### src/rtl/uart_pkg.sv
// -----------------------------------------------------------------------------
// uart_pkg
//   Shared UART definitions used by the transmitter (and its receive-side
//   counterpart).
//   - tx_state_t : transmitter frame state.
//   - baud_div() : clocks per bit, rounded to nearest.
// -----------------------------------------------------------------------------
package uart_pkg;

  typedef enum logic [2:0] {
    IDLE   = 3'd0,
    START  = 3'd1,
    DATA   = 3'd2,
    PARITY = 3'd3,
    STOP   = 3'd4
  } tx_state_t;

  // Rounded-to-nearest number of system clocks per line bit.
  function automatic int baud_div(input int clock_rate, input int baud_rate);
    return (clock_rate + baud_rate / 2) / baud_rate;
  endfunction

endpackage

### src/rtl/uart_baud_gen.sv
// -----------------------------------------------------------------------------
// uart_baud_gen
//   Bit-period timer. Counts down from DIV-1 to 0, pulses o_bit_end for the
//   single cycle the count is 0, then reloads. i_restart reloads the counter
//   synchronously so a new frame's first bit gets a full DIV cycles.
// Ports
//   clk        in  system clock
//   rst_n      in  asynchronous active-low reset (count cleared to 0)
//   i_restart  in  reload the counter to DIV-1 on this edge
//   o_bit_end  out high in the last cycle of each bit period
// -----------------------------------------------------------------------------
module uart_baud_gen #(
  parameter int DIV = 10
) (
  input  logic clk,
  input  logic rst_n,
  input  logic i_restart,
  output logic o_bit_end
);

  localparam int CW = (DIV > 1) ? $clog2(DIV) : 1;

  logic [CW-1:0] r_count;

  // NOTE: state registers use non-blocking assignments so every flop samples
  // the pre-edge value of every other flop, independent of block ordering.
  always_ff @(posedge clk or negedge rst_n) begin
    if (!rst_n) begin
      r_count <= '0;
    end else if (i_restart || (r_count == '0)) begin
      r_count <= CW'(DIV - 1);
    end else begin
      r_count <= r_count - 1'b1;
    end
  end

  assign o_bit_end = (r_count == '0);

endmodule

### src/rtl/uart_tx_stream.sv
// -----------------------------------------------------------------------------
// uart_tx_stream
//   System-clock UART transmitter with a valid/ready byte interface.
//   Frame: start bit, DATA_WIDTH data bits LSB first, optional parity bit,
//   STOP_BITS stop bits; every bit lasts DIV = round(CLOCK_RATE/BAUD_RATE)
//   clocks. The bit timer restarts at each acceptance.
//
//   Optional feature macro: UART_PARITY_EN
//     defined   : a parity bit follows the data (even, or odd if PARITY_ODD=1)
//     undefined : no parity bit; PARITY_ODD is ignored
//
// Ports
//   clk    in   system clock, rising edge
//   rst_n  in   asynchronous active-low reset; abandons any frame
//   data   in   byte to send, sampled only on acceptance
//   valid  in   producer has data
//   ready  out  transmitter can accept this cycle (IDLE, or last stop cycle)
//   tx     out  registered serial line, idles high
//   idle   out  high when no frame is in progress
// -----------------------------------------------------------------------------
module uart_tx_stream
  import uart_pkg::*;
#(
  parameter int CLOCK_RATE = 100_000,
  parameter int BAUD_RATE  = 9600,
  parameter int DATA_WIDTH = 8,
  parameter int STOP_BITS  = 1,
  parameter int PARITY_ODD = 0
) (
  input  logic                  clk,
  input  logic                  rst_n,
  input  logic [DATA_WIDTH-1:0] data,
  input  logic                  valid,
  output logic                  ready,
  output logic                  tx,
  output logic                  idle
);

  localparam int DIV     = baud_div(CLOCK_RATE, BAUD_RATE);
  localparam int BIT_MAX = (DATA_WIDTH > STOP_BITS) ? DATA_WIDTH : STOP_BITS;
  localparam int CNT_W   = (BIT_MAX > 1) ? $clog2(BIT_MAX) : 1;

  // Elaboration-time parameter sanity checks.
  if (DIV < 2) begin : g_bad_div
    $error("uart_tx_stream: DIV=%0d must be at least 2", DIV);
  end
  if ((STOP_BITS != 1) && (STOP_BITS != 2)) begin : g_bad_stop
    $error("uart_tx_stream: STOP_BITS=%0d must be 1 or 2", STOP_BITS);
  end
  if ((PARITY_ODD != 0) && (PARITY_ODD != 1)) begin : g_bad_parity
    $error("uart_tx_stream: PARITY_ODD=%0d must be 0 or 1", PARITY_ODD);
  end

  tx_state_t             r_state;
  logic [DATA_WIDTH-1:0] r_shift;
  logic [CNT_W-1:0]      r_bit_cnt;
  logic                  r_tx;
  logic                  r_idle;
`ifdef UART_PARITY_EN
  logic                  r_parity;
`endif

  logic w_bit_end;
  logic w_last_stop;
  logic w_ready;
  logic w_accept;

  uart_baud_gen #(
    .DIV(DIV)
  ) u_baud_gen (
    .clk      (clk),
    .rst_n    (rst_n),
    .i_restart(w_accept),
    .o_bit_end(w_bit_end)
  );

  // Final cycle of the last stop bit: the only in-frame cycle that can accept,
  // which is what gives back-to-back frames with no idle gap.
  assign w_last_stop = (r_state == STOP) &&
                       (r_bit_cnt == CNT_W'(STOP_BITS - 1)) && w_bit_end;

  // NOTE: ready is decoded from registered state and the bit timer only; it
  // never looks at valid, so there is no combinational valid->ready path.
  assign w_ready  = (r_state == IDLE) || w_last_stop;
  assign w_accept = valid && w_ready;

  always_ff @(posedge clk or negedge rst_n) begin
    if (!rst_n) begin
      r_state   <= IDLE;
      r_shift   <= '0;
      r_bit_cnt <= '0;
      r_tx      <= 1'b1;
      r_idle    <= 1'b1;
`ifdef UART_PARITY_EN
      r_parity  <= 1'b0;
`endif
    end else if (w_accept) begin
      // Start bit goes out on the accept edge itself.
      r_state   <= START;
      r_shift   <= data;
      r_bit_cnt <= '0;
      r_tx      <= 1'b0;
      r_idle    <= 1'b0;
`ifdef UART_PARITY_EN
      r_parity  <= (^data) ^ (PARITY_ODD != 0);
`endif
    end else if (w_bit_end) begin
      case (r_state)
        START: begin
          r_state   <= DATA;
          r_tx      <= r_shift[0];
          r_shift   <= r_shift >> 1;
          r_bit_cnt <= '0;
        end
        DATA: begin
          if (r_bit_cnt == CNT_W'(DATA_WIDTH - 1)) begin
            r_bit_cnt <= '0;
`ifdef UART_PARITY_EN
            r_state   <= PARITY;
            r_tx      <= r_parity;
`else
            r_state   <= STOP;
            r_tx      <= 1'b1;
`endif
          end else begin
            r_tx      <= r_shift[0];
            r_shift   <= r_shift >> 1;
            r_bit_cnt <= r_bit_cnt + 1'b1;
          end
        end
        PARITY: begin
          r_state   <= STOP;
          r_tx      <= 1'b1;
          r_bit_cnt <= '0;
        end
        STOP: begin
          if (r_bit_cnt == CNT_W'(STOP_BITS - 1)) begin
            r_state <= IDLE;
            r_idle  <= 1'b1;
          end else begin
            r_bit_cnt <= r_bit_cnt + 1'b1;
          end
        end
        default: begin
          // IDLE: the free-running bit timer is ignored until acceptance.
        end
      endcase
    end
  end

  assign ready = w_ready;
  assign tx    = r_tx;
  assign idle  = r_idle;

endmodule

### config.mk
export PLATFORM = sky130hd
export DESIGN_NAME = uart_tx_stream
export DESIGN_NICKNAME = d
export VERILOG_FILES = /design/src/rtl/uart_pkg.sv /design/src/rtl/uart_baud_gen.sv /design/src/rtl/uart_tx_stream.sv
export SDC_FILE = /design/constraint.sdc
export NUM_CORES = 1
export LEC_CHECK = 0
export BUFFER_PORTS_ARGS = -buffer_cell sky130_fd_sc_hd__buf_2
export CAP_MARGIN = 15
export CORE_ASPECT_RATIO = 1.2
export CORE_UTILIZATION = 35
export DETAILED_ROUTE_END_ITERATION = 6
export PLACE_DENSITY_LB_ADDON = 0.1
export SYNTH_ARGS = -nofsm -noshare
export SYNTH_HDL_FRONTEND = slang
export SYNTH_HIERARCHICAL = 1
export SYNTH_SLANG_ARGS = --single-unit
### constraint.sdc
create_clock -name clk -period 1.9 [get_ports clk]
set_input_delay 0.38 -clock clk [delete_from_list [all_inputs] [get_ports clk]]
set_output_delay 0.38 -clock clk [all_outputs]
set_load 0.01 [all_outputs]
**Word level (Yosys, flattened, before mapping)**

Cells that the tools add are included.

- Reductions and logical operators: 21
- $add $sub $neg: 2
- Multiplexer cells: 23
- Equality and inequality tests: 9

Operator list:

| operator | number |
|---|---|
| two-way mux 3 bit | 8 |
| two-way mux 8 bit | 3 |
| case mux 8 bit (2 select lines) | 1 |
| case mux 3 bit (4 select lines) | 1 |
| inequality test 3 x 2 -> 1 bit (second input constant) | 3 |
| case mux 3 bit (3 select lines) | 1 |
| AND reduction 3 bit | 3 |
| nonzero test 4 bit | 2 |
| two-way mux 1 bit | 7 |
| equality test 3 x 2 -> 1 bit (second input constant) | 2 |
| equality test 3 bit (second input constant) | 2 |
| logical NOT 3 bit | 2 |
| nonzero test 2 bit | 3 |
| nonzero test 5 bit | 1 |
| logical NOT 4 bit | 1 |
| two-way mux 4 bit | 1 |
| AND reduction 4 bit | 1 |
| subtractor 4 x 1 -> 4 bit (second input constant) | 1 |
| adder 3 x 1 -> 3 bit (second input constant) | 1 |
| equality test 3 x 1 -> 1 bit (second input constant) | 1 |
| logical AND 1 bit | 3 |
| inequality test 3 x 1 -> 1 bit (second input constant) | 1 |
| case mux 1 bit (3 select lines) | 1 |
| nonzero test 3 bit | 1 |
| other kinds (3) | 4 |

- Bits in registers: 20
- Word-level logic and storage cells: 61
- Output and inout bits: 3

**Logic depth before layout (Yosys ltp)**

- Word-level depth: 7
- Mapped depth: 8
- Depth with buffers taken out: 7

**Modules after synthesis**

The synthesis kept the hierarchy.

Modules (own cells, without submodules):

| module | area an instance (um2) | cells an instance | seq. area each (um2) | times used |
|---|---|---|---|---|
| uart_tx_stream | 974.7 | 104 | 402.9 | 1 |
| uart_baud_gen | 192.7 | 18 | 100.1 | 1 |

**Worst setup path before layout**

Ideal clock, no wire load.

- Kind: reg2out
- Start point: register u_baud_gen.r_count[0]
- End point: output ready
- Arrival: 1.493 ns
- Cell stages (with the launch flop): 6
- Path buffers: 0
- Setup slack: 0.027 ns
- Cell sequence: dfrtp_1 > inv_1 > ha_1 > nor3b_2 > nand3b_1 > a21boi_0

- Cells in the longest elaborated chain, start to end: 3

Ends and longest elaborated chain:

| item | RTL line | text |
|---|---|---|
| start, declared | uart_baud_gen.sv:23 | `logic [CW-1:0] r_count;` |
| start signal, assigned | uart_baud_gen.sv:31 | `r_count <= CW'(DIV - 1);` |
| start signal, assigned | uart_baud_gen.sv:33 | `r_count <= r_count - 1'b1;` |
| logical NOT 4 bit | uart_baud_gen.sv:37 | `assign o_bit_end = (r_count == '0);` |
| via w_bit_end | uart_tx_stream.sv:63 | `logic w_bit_end;` |
| logical AND 1 bit | uart_tx_stream.sv:80 | `(r_bit_cnt == CNT_W'(STOP_BITS - 1)) && w_bit_end;` |
| logical OR 1 bit | uart_tx_stream.sv:84 | `assign w_ready = (r_state == IDLE) \|\| w_last_stop;` |
| end, declared | uart_tx_stream.sv:34 | `output logic ready,` |

The timed path passes the listed nets, and every way through them passes these cells.

**Final worst setup path**

Ends and elaborated chain as after synthesis.

==> flow_metrics.py <==
metrics = {
    "pwr": {
        "leakagePower_nw": 0.702,
        "ir_worst_vdd_mv": 0.636,
        "power.total_mw": 1.99,
        "power.density_nw_per_um2": 1350,
    },
    "critical_path": {
        "slowest_stage": "dfrtp_1",
        "path_class": "reg2out",
        "critical-path-max-stage-delay_ns": 0.41,
        "end_kind": "output port",
        "crit_path_cell_trace": "inv_2 > ha_4 > nor3b_4 > nand3b_1 > a21boi_1 > buf_2",
        "path_max_fanout": 6,
        "critPathLaunchType": "flip-flop",
        "cp.required_ns": 1.52,
        "cp.arrival_ns": 1.58,
    },
    "synth": {
        "synth-edff-count": 0,
        "ys_types": 36,
        "synth-warning-count": 6,
        "avgSynthCellArea_um2": 9.57,
        "syn_inst": 122,
        "netlist_area_um2": 1170,
        "synth-seq-cells": 20,
        "synth_flop_cell": "dfrtp_1",
        "syn_nets": 137,
        "async_flop_share": 1.00,
        "seq_area_frac_synth": 0.431,
    },
    "finish": {
        "antennaDiodeCount": 0,
        "layout_commonest_cell": "dfrtp_1",
        "final_area_um2": 1470,
        "area.growth.synth_to_final_pct": 26.2,
        "final_core_util": 0.473,
        "layout_common_cells": "dfrtp_1, buf_4, buf_2, inv_1, a21oi_1",
        "nets": 168,
        "instances_no_fill": 188,
        "drive_gt1_frac": 0.342,
        "nFillCells": 318,
    },
    "floorplan": {
        "fp-row-count": 22,
        "die_w_um": 54.7,
        "dieArea_um2": 3570,
        "io_pins": 14,
        "die_h_um": 65.3,
        "core-area_um2": 3110,
        "start_util": 0.375,
    },
    "placed_design": {
        "placed_area_um2": 1340,
        "pre_cts_slack_ns": -0.0229,
        "portBuffers": 13,
        "gp_congestion": 0.762,
        "dp.cells": 179,
        "dp_hpwl_mm": 1.79,
    },
    "clock_tree": {
        "clk_pin_slew_ns": 0.12,
        "clockBufferDepth": 2,
        "cts-root-buf": "clkbuf_4",
        "h-tree-depth": 1,
        "cts_tree": "built",
        "clock_latency_ns": 0.30,
        "numCtsBuffers": 3,
        "clock_sinks": 20,
    },
    "timing": {
        "fin_crit_ns": 1.96,
        "skew_ns": 0.00217,
        "timing.hold.ws_ns": 0.00585,
        "period_share": 1.03,
        "maxSlewViolCount": 0,
        "tightestPinTransition_ns": 0.492,
        "rsz0062_at_grt": "true",
        "final.setup.worst_slack_ns": -0.0649,
        "relSlewSlack": 0.670,
        "hold_violations": 0,
        "setup_viol": 1,
        "clock.fmax_ghz": 0.509,
        "fin_tns_setup_ns": -0.0649,
    },
    "route": {
        "ant_nets": 0,
        "vias_per_cell": 5.26,
        "drt-initial-drc-count": 15,
        "wl_mm": 2.59,
        "wl_per_cell_um": 13.8,
        "drt_first_pass_iters": 4,
        "vias": 989,
        "drc": 0,
    },
    "job": {
        "maxCapViolCount": 0,
    },
    "grt": {
        "gr-total-overflow": 0,
        "grt_max_degree": 21,
        "grt_pass1_vias": 1057,
        "grt_use_total": 0.176,
        "grt_first_pass_wirelength_mm": 4.49,
        "grt_antenna_before_repair": 0,
    },
    "hold_path": {
        "hp-class": "in2async",
    },
    "status": {
        "violations": "setup timing",
        "status": "complete, but fails checks",
    },
}
## final timing paths
kind / start / endpoint / slack, ns / depth (start not counted)
min: rst_n / r_state[1]$_DFFE_PN0P_ / 0.006 / 1
max reg2reg: u_baud_gen/r_count[0]$_DFF_PN0_ / r_bit_cnt[1]$_DFFE_PN0P_ / 0.05 / 7
min reg2reg: tx$_DFFE_PN1P_ / tx$_DFFE_PN1P_ / 0.49 / 2
max in group asynchronous: rst_n / tx$_DFFE_PN1P_ / 1.56 / 1
min in group clk: data[1] / r_shift[1]$_DFFE_PN0P_ / 0.28 / 3
max: u_baud_gen/r_count[0]$_DFF_PN0_ / ready / -0.06 / 6
## synthesized netlist by cell type, drive strengths merged, types with 2 or more instances
| master | n | area share |
|---|---|---|
| o22ai | 6 | 0.032 |
| a21o | 3 | 0.019 |
| dfrtp | 18 | 0.39 |
| a211o | 2 | 0.015 |
| a22o | 3 | 0.023 |
| buf | 5 | 0.040 |
| dfstp | 2 | 0.045 |
| and3 | 6 | 0.032 |
| clkbuf | 2 | 0.0064 |
| a21oi | 9 | 0.048 |
| inv | 12 | 0.039 |
| nand2 | 7 | 0.023 |
| ha | 4 | 0.043 |
| nor2 | 3 | 0.0096 |
| or3b | 2 | 0.019 |
| a2bb2oi | 6 | 0.045 |
| o21ai | 11 | 0.047 |
| nand3 | 4 | 0.017 |
| o21bai | 2 | 0.013 |
| nand2b | 3 | 0.016 |
## final cells by class
cell class / count / area [um2] / area share
Clock buffer: 4 / 36.3 / 0.0246
Tap cell: 36 / 45.0 / 0.0306
Timing Repair Buffer: 32 / 215 / 0.146
Multi-Input combinational cell: 84 / 628 / 0.427
Inverter: 12 / 45.0 / 0.0306
Sequential cell: 20 / 503 / 0.342
## where the power goes
| part | internal (mW) | switching [mW] |
|---|---|---|
| Clock | 0.117 | 0.135 |
| Sequential | 0.592 | 0.165 |
| Combinational | 0.531 | 0.455 |
| Total | 1.24 | 0.756 |
## logic make-up (layout without fill, tap and decap cells)
family                     count (synthesis)  after routing  share of synthesized area
AOI/OAI and AO/OA                         47             47                      0.278
and+or+nand+nor                           32             33                      0.164
buffers and inverters                     19             48                     0.0847
DFF                                       20             20                      0.431
adders and majority gates                  4              4                     0.0429
## sequential cells by signal, indices dropped and copies added, names as in the netlist
signal / count
r_state: 3
u_baud_gen/r_count: 4
idle: 1
r_bit_cnt: 3
tx: 1
r_shift: 8
## timing repair
action / in CTS / in global routing
hold buffers: 0 / 0
pin swaps: 3 / 2
gates resized for setup: 6 / 8
buffers inserted: 2 / 2
gates cloned: 0 / 1
setup endpoints to repair: 3 / 12
## critical path, delay by kind of cell (launching register included)
kind / cells / cell delay [ns]
flip-flops: 1 / 0.41
buffers and inverters: 2 / 0.22
AO/OA/AOI/OAI: 1 / 0.13
adder cells (fa/ha/maj): 1 / 0.12
AND/OR/NAND/NOR: 2 / 0.40
## routing by layer
layer	wire length, um	track usage	vias to the layer above	part of all wire
met4	24	0.0994	0	0.0093
met2	1350	0.294	9	0.52
met5	0	0	-	0
met1	1160	0.200	471	0.45
met3	59	0.0324	2	0.023
li1	-	-	507	-
Note: power is estimated with default switching activity, not from simulation.
